### src/rtl/parity_word_framer.sv
// Serial parity framer: splits an LSB-first bit stream into DATA_BITS words and
// generates or checks one parity bit per word. Optional sticky error: PARITY_STICKY_ERR_EN.
module parity_word_framer #(
  parameter int DATA_BITS = 8,
  parameter int CNT_W     = 16
) (
  input  logic             clk,
  input  logic             rst_n,
  input  logic             data_in,
  input  logic             wr_en,
  input  logic             even_sel,
  input  logic             check_mode,
`ifdef PARITY_STICKY_ERR_EN
  input  logic             clr_err,
  output logic             err_sticky,
`endif
  output logic             parity_out,
  output logic             parity_valid,
  output logic             parity_err,
  output logic             frame_err,
  output logic             busy,
  output logic [CNT_W-1:0] word_cnt
);

  localparam int BCW = (DATA_BITS < 2) ? 1 : $clog2(DATA_BITS + 1);

  localparam logic [1:0] S_IDLE = 2'd0;
  localparam logic [1:0] S_DATA = 2'd1;
  localparam logic [1:0] S_PAR  = 2'd2;

  logic [1:0]     state;
  logic           acc;
  logic [BCW-1:0] bit_cnt;
  logic           even_l;
  logic           check_l;
  logic           exp_par;

  always_ff @(posedge clk or negedge rst_n) begin
    if (!rst_n) begin
      state        <= S_IDLE;
      acc          <= 1'b0;
      bit_cnt      <= '0;
      even_l       <= 1'b0;
      check_l      <= 1'b0;
      exp_par      <= 1'b0;
      parity_out   <= 1'b0;
      parity_valid <= 1'b0;
      parity_err   <= 1'b0;
      frame_err    <= 1'b0;
      word_cnt     <= '0;
    end else begin
      parity_valid <= 1'b0;
      parity_err   <= 1'b0;
      frame_err    <= 1'b0;
      case (state)
        S_IDLE: begin
          if (wr_en) begin
            acc     <= data_in;
            bit_cnt <= BCW'(1);
            even_l  <= even_sel;
            check_l <= check_mode;
            // Single-bit words complete on the very edge that starts them.
            if (DATA_BITS == 1) begin
              if (check_mode) begin
                exp_par <= data_in ^ even_sel;
                state   <= S_PAR;
              end else begin
                parity_out   <= data_in ^ even_sel;
                parity_valid <= 1'b1;
                word_cnt     <= word_cnt + CNT_W'(1);
              end
            end else begin
              state <= S_DATA;
            end
          end
        end
        S_DATA: begin
          if (wr_en) begin
            acc     <= acc ^ data_in;
            bit_cnt <= bit_cnt + BCW'(1);
            if (bit_cnt == BCW'(DATA_BITS - 1)) begin
              if (check_l) begin
                exp_par <= acc ^ data_in ^ even_l;
                state   <= S_PAR;
              end else begin
                parity_out   <= acc ^ data_in ^ even_l;
                parity_valid <= 1'b1;
                word_cnt     <= word_cnt + CNT_W'(1);
                state        <= S_IDLE;
              end
            end
          end else begin
            frame_err <= 1'b1;
            acc       <= 1'b0;
            bit_cnt   <= '0;
            state     <= S_IDLE;
          end
        end
        S_PAR: begin
          // An idle gap before the parity bit is legal; just keep waiting.
          if (wr_en) begin
            parity_out   <= exp_par;
            parity_valid <= 1'b1;
            parity_err   <= data_in ^ exp_par;
            word_cnt     <= word_cnt + CNT_W'(1);
            state        <= S_IDLE;
          end
        end
        default: state <= S_IDLE;
      endcase
    end
  end

  assign busy = (state != S_IDLE);

`ifdef PARITY_STICKY_ERR_EN
  // Set has priority over clear so a new error is never lost.
  always_ff @(posedge clk or negedge rst_n) begin
    if (!rst_n)                      err_sticky <= 1'b0;
    else if (parity_err | frame_err) err_sticky <= 1'b1;
    else if (clr_err)                err_sticky <= 1'b0;
  end
`endif

endmodule

### config.mk
export PLATFORM = sky130hd
export DESIGN_NAME = parity_word_framer
export DESIGN_NICKNAME = d
export VERILOG_FILES = /design/src/rtl/parity_word_framer.sv
export SDC_FILE = /design/constraint.sdc
export NUM_CORES = 1
export LEC_CHECK = 0
export CELL_PAD_IN_SITES_DETAIL_PLACEMENT = 0
export CELL_PAD_IN_SITES_GLOBAL_PLACEMENT = 1
export CORE_AREA = 4 4 67 69
export DETAILED_ROUTE_END_ITERATION = 10
export DIE_AREA = 0 0 71 73
export HOLD_SLACK_MARGIN = 0.1
export PLACE_DENSITY_LB_ADDON = 0.1
export SYNTH_ARGS = -nofsm -noshare
export SYNTH_HDL_FRONTEND = slang
export SYNTH_SLANG_ARGS = --single-unit
### constraint.sdc
create_clock -name clk -period 3.01 [get_ports clk]
set_clock_uncertainty 0.05 [all_clocks]
set_input_delay 0.602 -clock clk [delete_from_list [all_inputs] [get_ports clk]]
set_output_delay 0.602 -clock clk [all_outputs]
set_load 0.03 [all_outputs]
==> flow_metrics.tcl, run 1 <==
set metrics [dict create \
    fin_cells 212 \
    critical_path_required_ps 2360 \
    cp.arrival_ps 1770 \
    outcome "complete, no violations" \
    drv_cap 0 \
    track_usage_pct 13.0 \
    cts_buffer_depth 2 \
    endpoint "busy" \
    critPathKind "reg -> out" \
    holdBufCountCts 0 \
    num_rows 23 \
    peakVddDrop_v 0.000598 \
    diodes 0 \
    io-pin-count 27 \
    hp-class "reg -> reg" \
    port_buffers 26 \
    min_from "word_cnt[15]$_DFFE_PN0P_" \
    final-setup-viol-count 0 \
    critPathLaunch "state[0]$_DFFE_PN0P_" \
    start_kind "register" \
    grt_max_degree 31 \
    synth_edf_count 0 \
    firstDrtPassIters 4 \
    initial_core_util_pct 38.2 \
    cts_tree "yes" \
    area_growth_pct 27.2 \
    grt_pass1_vias 1099 \
    r2r_start "state[1]$_DFFE_PN0P_" \
    cts_max_level 2 \
    yosysMostFrequentCell "dfrtp_1" \
    core_sq_mm 0.00391 \
    drc_errors 0 \
    syn_inst 130 \
    nets 172 \
    r2r_cells 7 \
    yosysSeqAreaShare_pct 50.3 \
    die_h_um 73 \
    ys_ff_latch 30 \
    placed_cells 204 \
    num_vias 1029 \
    regToRegSetupSlack_ps 940 \
    clock_latency_ps 280 \
    ant_nets 0 \
    synth_ff_type "dfrtp_1" \
    place_congestion 0.781 \
    drv_slew 0 \
    hold_viol_final 0 \
    reg2reg_to "word_cnt[14]$_DFFE_PN0P_" \
    syn_area_per_cell_sq_um 11.5 \
    async_reset_ff_share_pct 100 \
    ys_types 32 \
    tightestPinTransition_ps 397 \
    die_w_um 71 \
    ctsResizeCount 0 \
    max_freq_ghz 0.413 \
    root_buffer "clkbuf_8" \
    synth_common_cells "dfrtp_1 (30), xnor2_1 (14), nand2_1 (10)" \
    power_density_mw_per_mm2 785 \
    nFillCells 385 \
    whs_path_depth 1 \
    post_drt_via_cell_ratio 4.85 \
    drt_iter0_markers 48 \
    rsz0062_at_grt "false" \
    synth_warnings 0 \
    p_leak_nw 0.841 \
    dieArea_sq_mm 0.00518 \
    yosys.area.top_type "dfrtp_1" \
    worstSetupEndpointType "output pin" \
    tns_ps 0 \
    grt_antenna_before_repair 0 \
    period_minus_slack_ps 2420 \
    synth_top_area_share_pct 50.3 \
    routedWlPerCell_um 13.6 \
    min_period_over_period_pct 80.3 \
    ys_top_cells_by_area "dfrtp_1 (50%), xnor2_1 (8.2%), ha_1 (4.2%)" \
    post_cts_buffers 0 \
    grt_pass1_wl_mm 5.21 \
    cts_buffers 5 \
    critPathMaxFanout 6 \
    gr-total-overflow 0 \
    cts.clk_slew.worst_paths_ps 60 \
    syn-cell-area_sq_mm 0.00149 \
    post-dp-hpwl_mm 2.07 \
    drive_above_1_share_pct 12.3 \
    syn_nets 141 \
    totalWireLength_mm 2.88 \
    max_slew_margin_pct 73.4 \
    cts.sinks 30 \
]
[worst max-delay path, stage by stage (launching register included)]
cell and delay (ps):
dfrtp_1 390, inv_1 70, ha_1 270, inv_1 90, clkdlybuf4s50_1 670
[sequential cells by signal, indices dropped and copies added (netlist names)]
| signal | count |
|---|---|
| state | 2 |
| even_l | 1 |
| bit_cnt | 4 |
| frame_err | 1 |
| parity_valid | 1 |
| acc | 1 |
| parity_out | 1 |
| check_l | 1 |
| word_cnt | 16 |
| exp_par | 1 |
| parity_err | 1 |
[routing by layer]
layer | track usage (%) | up-vias | share of wire [%] | wire (um)
met5 | 0 | - | 0 | 0
met4 | 5.64 | 0 | 2.0 | 58
met3 | 4.68 | 6 | 5.6 | 162
met2 | 20.1 | 26 | 44 | 1280
met1 | 16.4 | 484 | 48 | 1380
li1 | - | 513 | - | -
[where the power goes]
part	switching [mW]	internal [mW]
clock	0.155	0.183
combinational	0.318	0.248
sequential	0.0927	0.496
total	0.566	0.927
[cells in the final DEF, fill, tap and decap left out, drive strengths merged, types with 2 or more instances in the layout]
master and n:
dfrtp 30, clkdlybuf4s50 26, xnor2 14, nand2 11
nand3 9, nand4 7, xor2 6, clkbuf 6
and2 5, nor2 5, ha 5, inv 4
o21ai 4, mux2 3, nor4b 3, a21oi 3
and4 2, nand2b 2, o21a 2, and3 2
buf 2
[final cells by class]
type / instances / area, sq um / area share (%)
Sequential cell: 30 / 751 / 39.5
Multi-Input combinational cell: 92 / 702 / 36.9
Timing Repair Buffer: 28 / 275 / 14.5
Clock buffer: 6 / 82.6 / 4.34
Tap cell: 50 / 62.6 / 3.29
Inverter: 4 / 15.0 / 0.790
Clock inverter: 2 / 12.5 / 0.658
[cells by family after synthesis]
group | synth area share (%)
buffers and inverters | 2.76
adder cells (fa/ha/maj) | 4.19
XOR/XNOR | 11.7
multiplexers | 2.93
AND/OR/NAND/NOR | 20.3
AO/OA/AOI/OAI | 7.87
flip-flops | 50.3
[through the flow]
step	power, mW	setup slack (ps)	instance area, sq um	util (%)	hold slack (ps)
2_1_floorplan	0.990	1270	1490	-	256
3_3_place_gp	1.16	515	1810	46.1	411
3_5_place_dp	1.17	467	1810	46.1	426
4_1_cts	1.52	586	1900	48.6	439
5_1_grt	1.61	525	1900	48.6	465
6_report	1.49	592	1900	48.6	427
[worst min-delay path by stage]
stage | endpoint | slack [ps]
2_1_floorplan | acc$_DFFE_PN0P_ | 260
3_3_place_gp | word_cnt[15]$_DFFE_PN0P_ | 410
3_5_place_dp | word_cnt[15]$_DFFE_PN0P_ | 430
4_1_cts | word_cnt[15]$_DFFE_PN0P_ | 440
5_1_grt | word_cnt[5]$_DFFE_PN0P_ | 470
6_report | word_cnt[15]$_DFFE_PN0P_ | 430
Power figures use the tool's default switching activity.
==> inputs of run 2 (changes only) <==
Settings changed: CORE_AREA 4 4 67 69 to 4 4 69 71, DIE_AREA 0 0 71 73 to 0 0 73 75.
Clock period 3.01 ns to 2.1 ns, I/O delays scaled along.
==> run 2 against run 1 <==
  * Sequential share of layout area decreased by 1.1 points
  * Power increased by 46%
  * Hold slack got worse by 10 ps
  * Flip-flop and latch count unchanged
  * Die area increased by 5.6%
  * Routed wire length increased by 3.9%
  * Global-route usage decreased by 0.68 points
  * Clock power increased by 41%
  * Worst setup slack got worse by 410 ps
  * Utilization decreased by 2.4 points
  * Final area increased by 2.9%
  * Final cell count increased by 3.8%
  * Critical path type unchanged
  * Largest power group is now combinational cells
  * Highest routed layer unchanged
==> flow_metrics.tcl, run 2 (synthesis results as in run 1) <==
set metrics [dict create \
    port_buffers 26 \
    layout_common_cells "dfrtp_1 (30), clkdlybuf4s50_1 (25), xnor2_1 (14), nand2_1 (10), nand3_1 (9)" \
    diodes 0 \
    cts.sinks 30 \
    clock_latency_ps 280 \
    place_congestion 0.711 \
    start_kind "register" \
    core_sq_mm 0.00423 \
    drv_cap 0 \
    die_h_um 75 \
    hp-class "reg -> reg" \
    grt_pass1_vias 1060 \
    peakVddDrop_v 0.000508 \
    min_period_over_period_pct 91.2 \
    ant_nets 0 \
    drc_errors 0 \
    dieArea_sq_mm 0.00548 \
    track_usage_pct 12.3 \
    root_buffer "clkbuf_8" \
    fin_cells 220 \
    max_slew_margin_pct 73.6 \
    cts.clk_slew.worst_paths_ps 60 \
    regToRegSetupSlack_ps 280 \
    nets 178 \
    drt_iter0_markers 31 \
    worst_path_max_delay_cell "clkdlybuf4s50_1" \
    p_leak_nw 0.874 \
    cp.arrival_ps 1450 \
    outcome "complete, no violations" \
    path_delay_family "buffers and inverters" \
    num_rows 24 \
    nFillCells 402 \
    r2r_start "bit_cnt[0]$_DFFE_PN0P_" \
    reg.largest.list "word_cnt x16, bit_cnt x4, state x2" \
    cts_tree "yes" \
    grt_antenna_before_repair 0 \
    rsz0062_at_grt "false" \
    drive_above_1_share_pct 14.9 \
    max_stage_delay_ps 710 \
    period_minus_slack_ps 1920 \
    endpoint "word_cnt[6]" \
    cts_buffers 5 \
    cp.depth 1 \
    reg2reg_to "word_cnt[14]$_DFFE_PN0P_" \
    die_w_um 73 \
    grt_pass1_wl_mm 4.94 \
    r2r_cells 6 \
    placed_cells 212 \
    power_density_mw_per_mm2 1120 \
    whs_ps 417 \
    critical_path_required_ps 1630 \
    post-dp-hpwl_mm 2.13 \
    firstDrtPassIters 4 \
    final_core_util_pct 46.2 \
    grt_max_degree 31 \
    io-pin-count 27 \
    totalWireLength_mm 2.99 \
    critPathLaunch "word_cnt[6]$_DFFE_PN0P_" \
    final-setup-viol-count 0 \
    max_freq_ghz 0.522 \
    holdBufCountCts 0 \
    cts_buffer_depth 2 \
    cts_max_level 2 \
    hold_viol_final 0 \
    critPathKind "reg -> out" \
    num_vias 1060 \
    post_drt_via_cell_ratio 4.82 \
    mostFrequentLayoutCell "dfrtp_1" \
    routedWlPerCell_um 13.6 \
    critPathMaxFanout 6 \
    ctsResizeCount 1 \
    drv_slew 0 \
    post_cts_buffers 0 \
    tightestPinTransition_ps 395 \
    tns_ps 0 \
    cp_cell_sequence "clkdlybuf4s50_1" \
    initial_core_util_pct 35.3 \
    gr-total-overflow 0 \
    worstSetupEndpointType "output pin" \
    largest-register "word_cnt" \
    worst-path-buf-inv 1 \
    area_growth_pct 30.9 \
    largest_reg_flops 16 \
]
==> run 2: power breakdown <==
part	leakage, nW	switching, mW	internal [mW]
clock	0.0482	0.214	0.264
sequential	0.399	0.127	0.711
combinational	0.427	0.477	0.392
total	0.874	0.817	1.37
==> run 2: through the flow <==
step	power [mW]	setup slack, ps	area, sq um
after floorplan	1.42	364	1490
after global placement	1.72	125	1870
after detailed placement	1.73	56.8	1870
after CTS	2.22	170	1960
after global routing	2.35	125	1960
final	2.18	185	1960
==> run 2: layer usage <==
metal | up-vias | wire (um) | track usage (%) | share of wire, %
met5 | - | 0 | 0 | 0
met4 | 0 | 53 | 5.53 | 1.8
met3 | 5 | 124 | 4.54 | 4.1
met2 | 19 | 1330 | 18.6 | 44
met1 | 503 | 1490 | 15.8 | 50
li1 | 533 | - | - | -
==> run 2: layout make-up <==
| type | count | area [sq um] | area share [%] |
|---|---|---|---|
| Sequential cell | 30 | 751 | 38.4 |
| Multi-Input combinational cell | 92 | 702 | 35.9 |
| Timing Repair Buffer | 34 | 332 | 17.0 |
| Clock buffer | 7 | 86.3 | 4.41 |
| Tap cell | 52 | 65.1 | 3.33 |
| Inverter | 4 | 15.0 | 0.768 |
| Clock inverter | 1 | 5.00 | 0.256 |
==> run 2: how the worst min path moves through the flow <==
stage                        startpoint                        to  slack, ps  depth (start not counted)
4_1_cts        word_cnt[15]$_DFFE_PN0P_  word_cnt[15]$_DFFE_PN0P_        420                          1
3_3_place_gp   word_cnt[15]$_DFFE_PN0P_  word_cnt[15]$_DFFE_PN0P_        410                          1
6_report       word_cnt[15]$_DFFE_PN0P_  word_cnt[15]$_DFFE_PN0P_        420                          1
5_1_grt        word_cnt[15]$_DFFE_PN0P_  word_cnt[15]$_DFFE_PN0P_        440                          1
3_5_place_dp   word_cnt[15]$_DFFE_PN0P_  word_cnt[15]$_DFFE_PN0P_        420                          1
2_1_floorplan                     rst_n           acc$_DFFE_PN0P_         70                          0
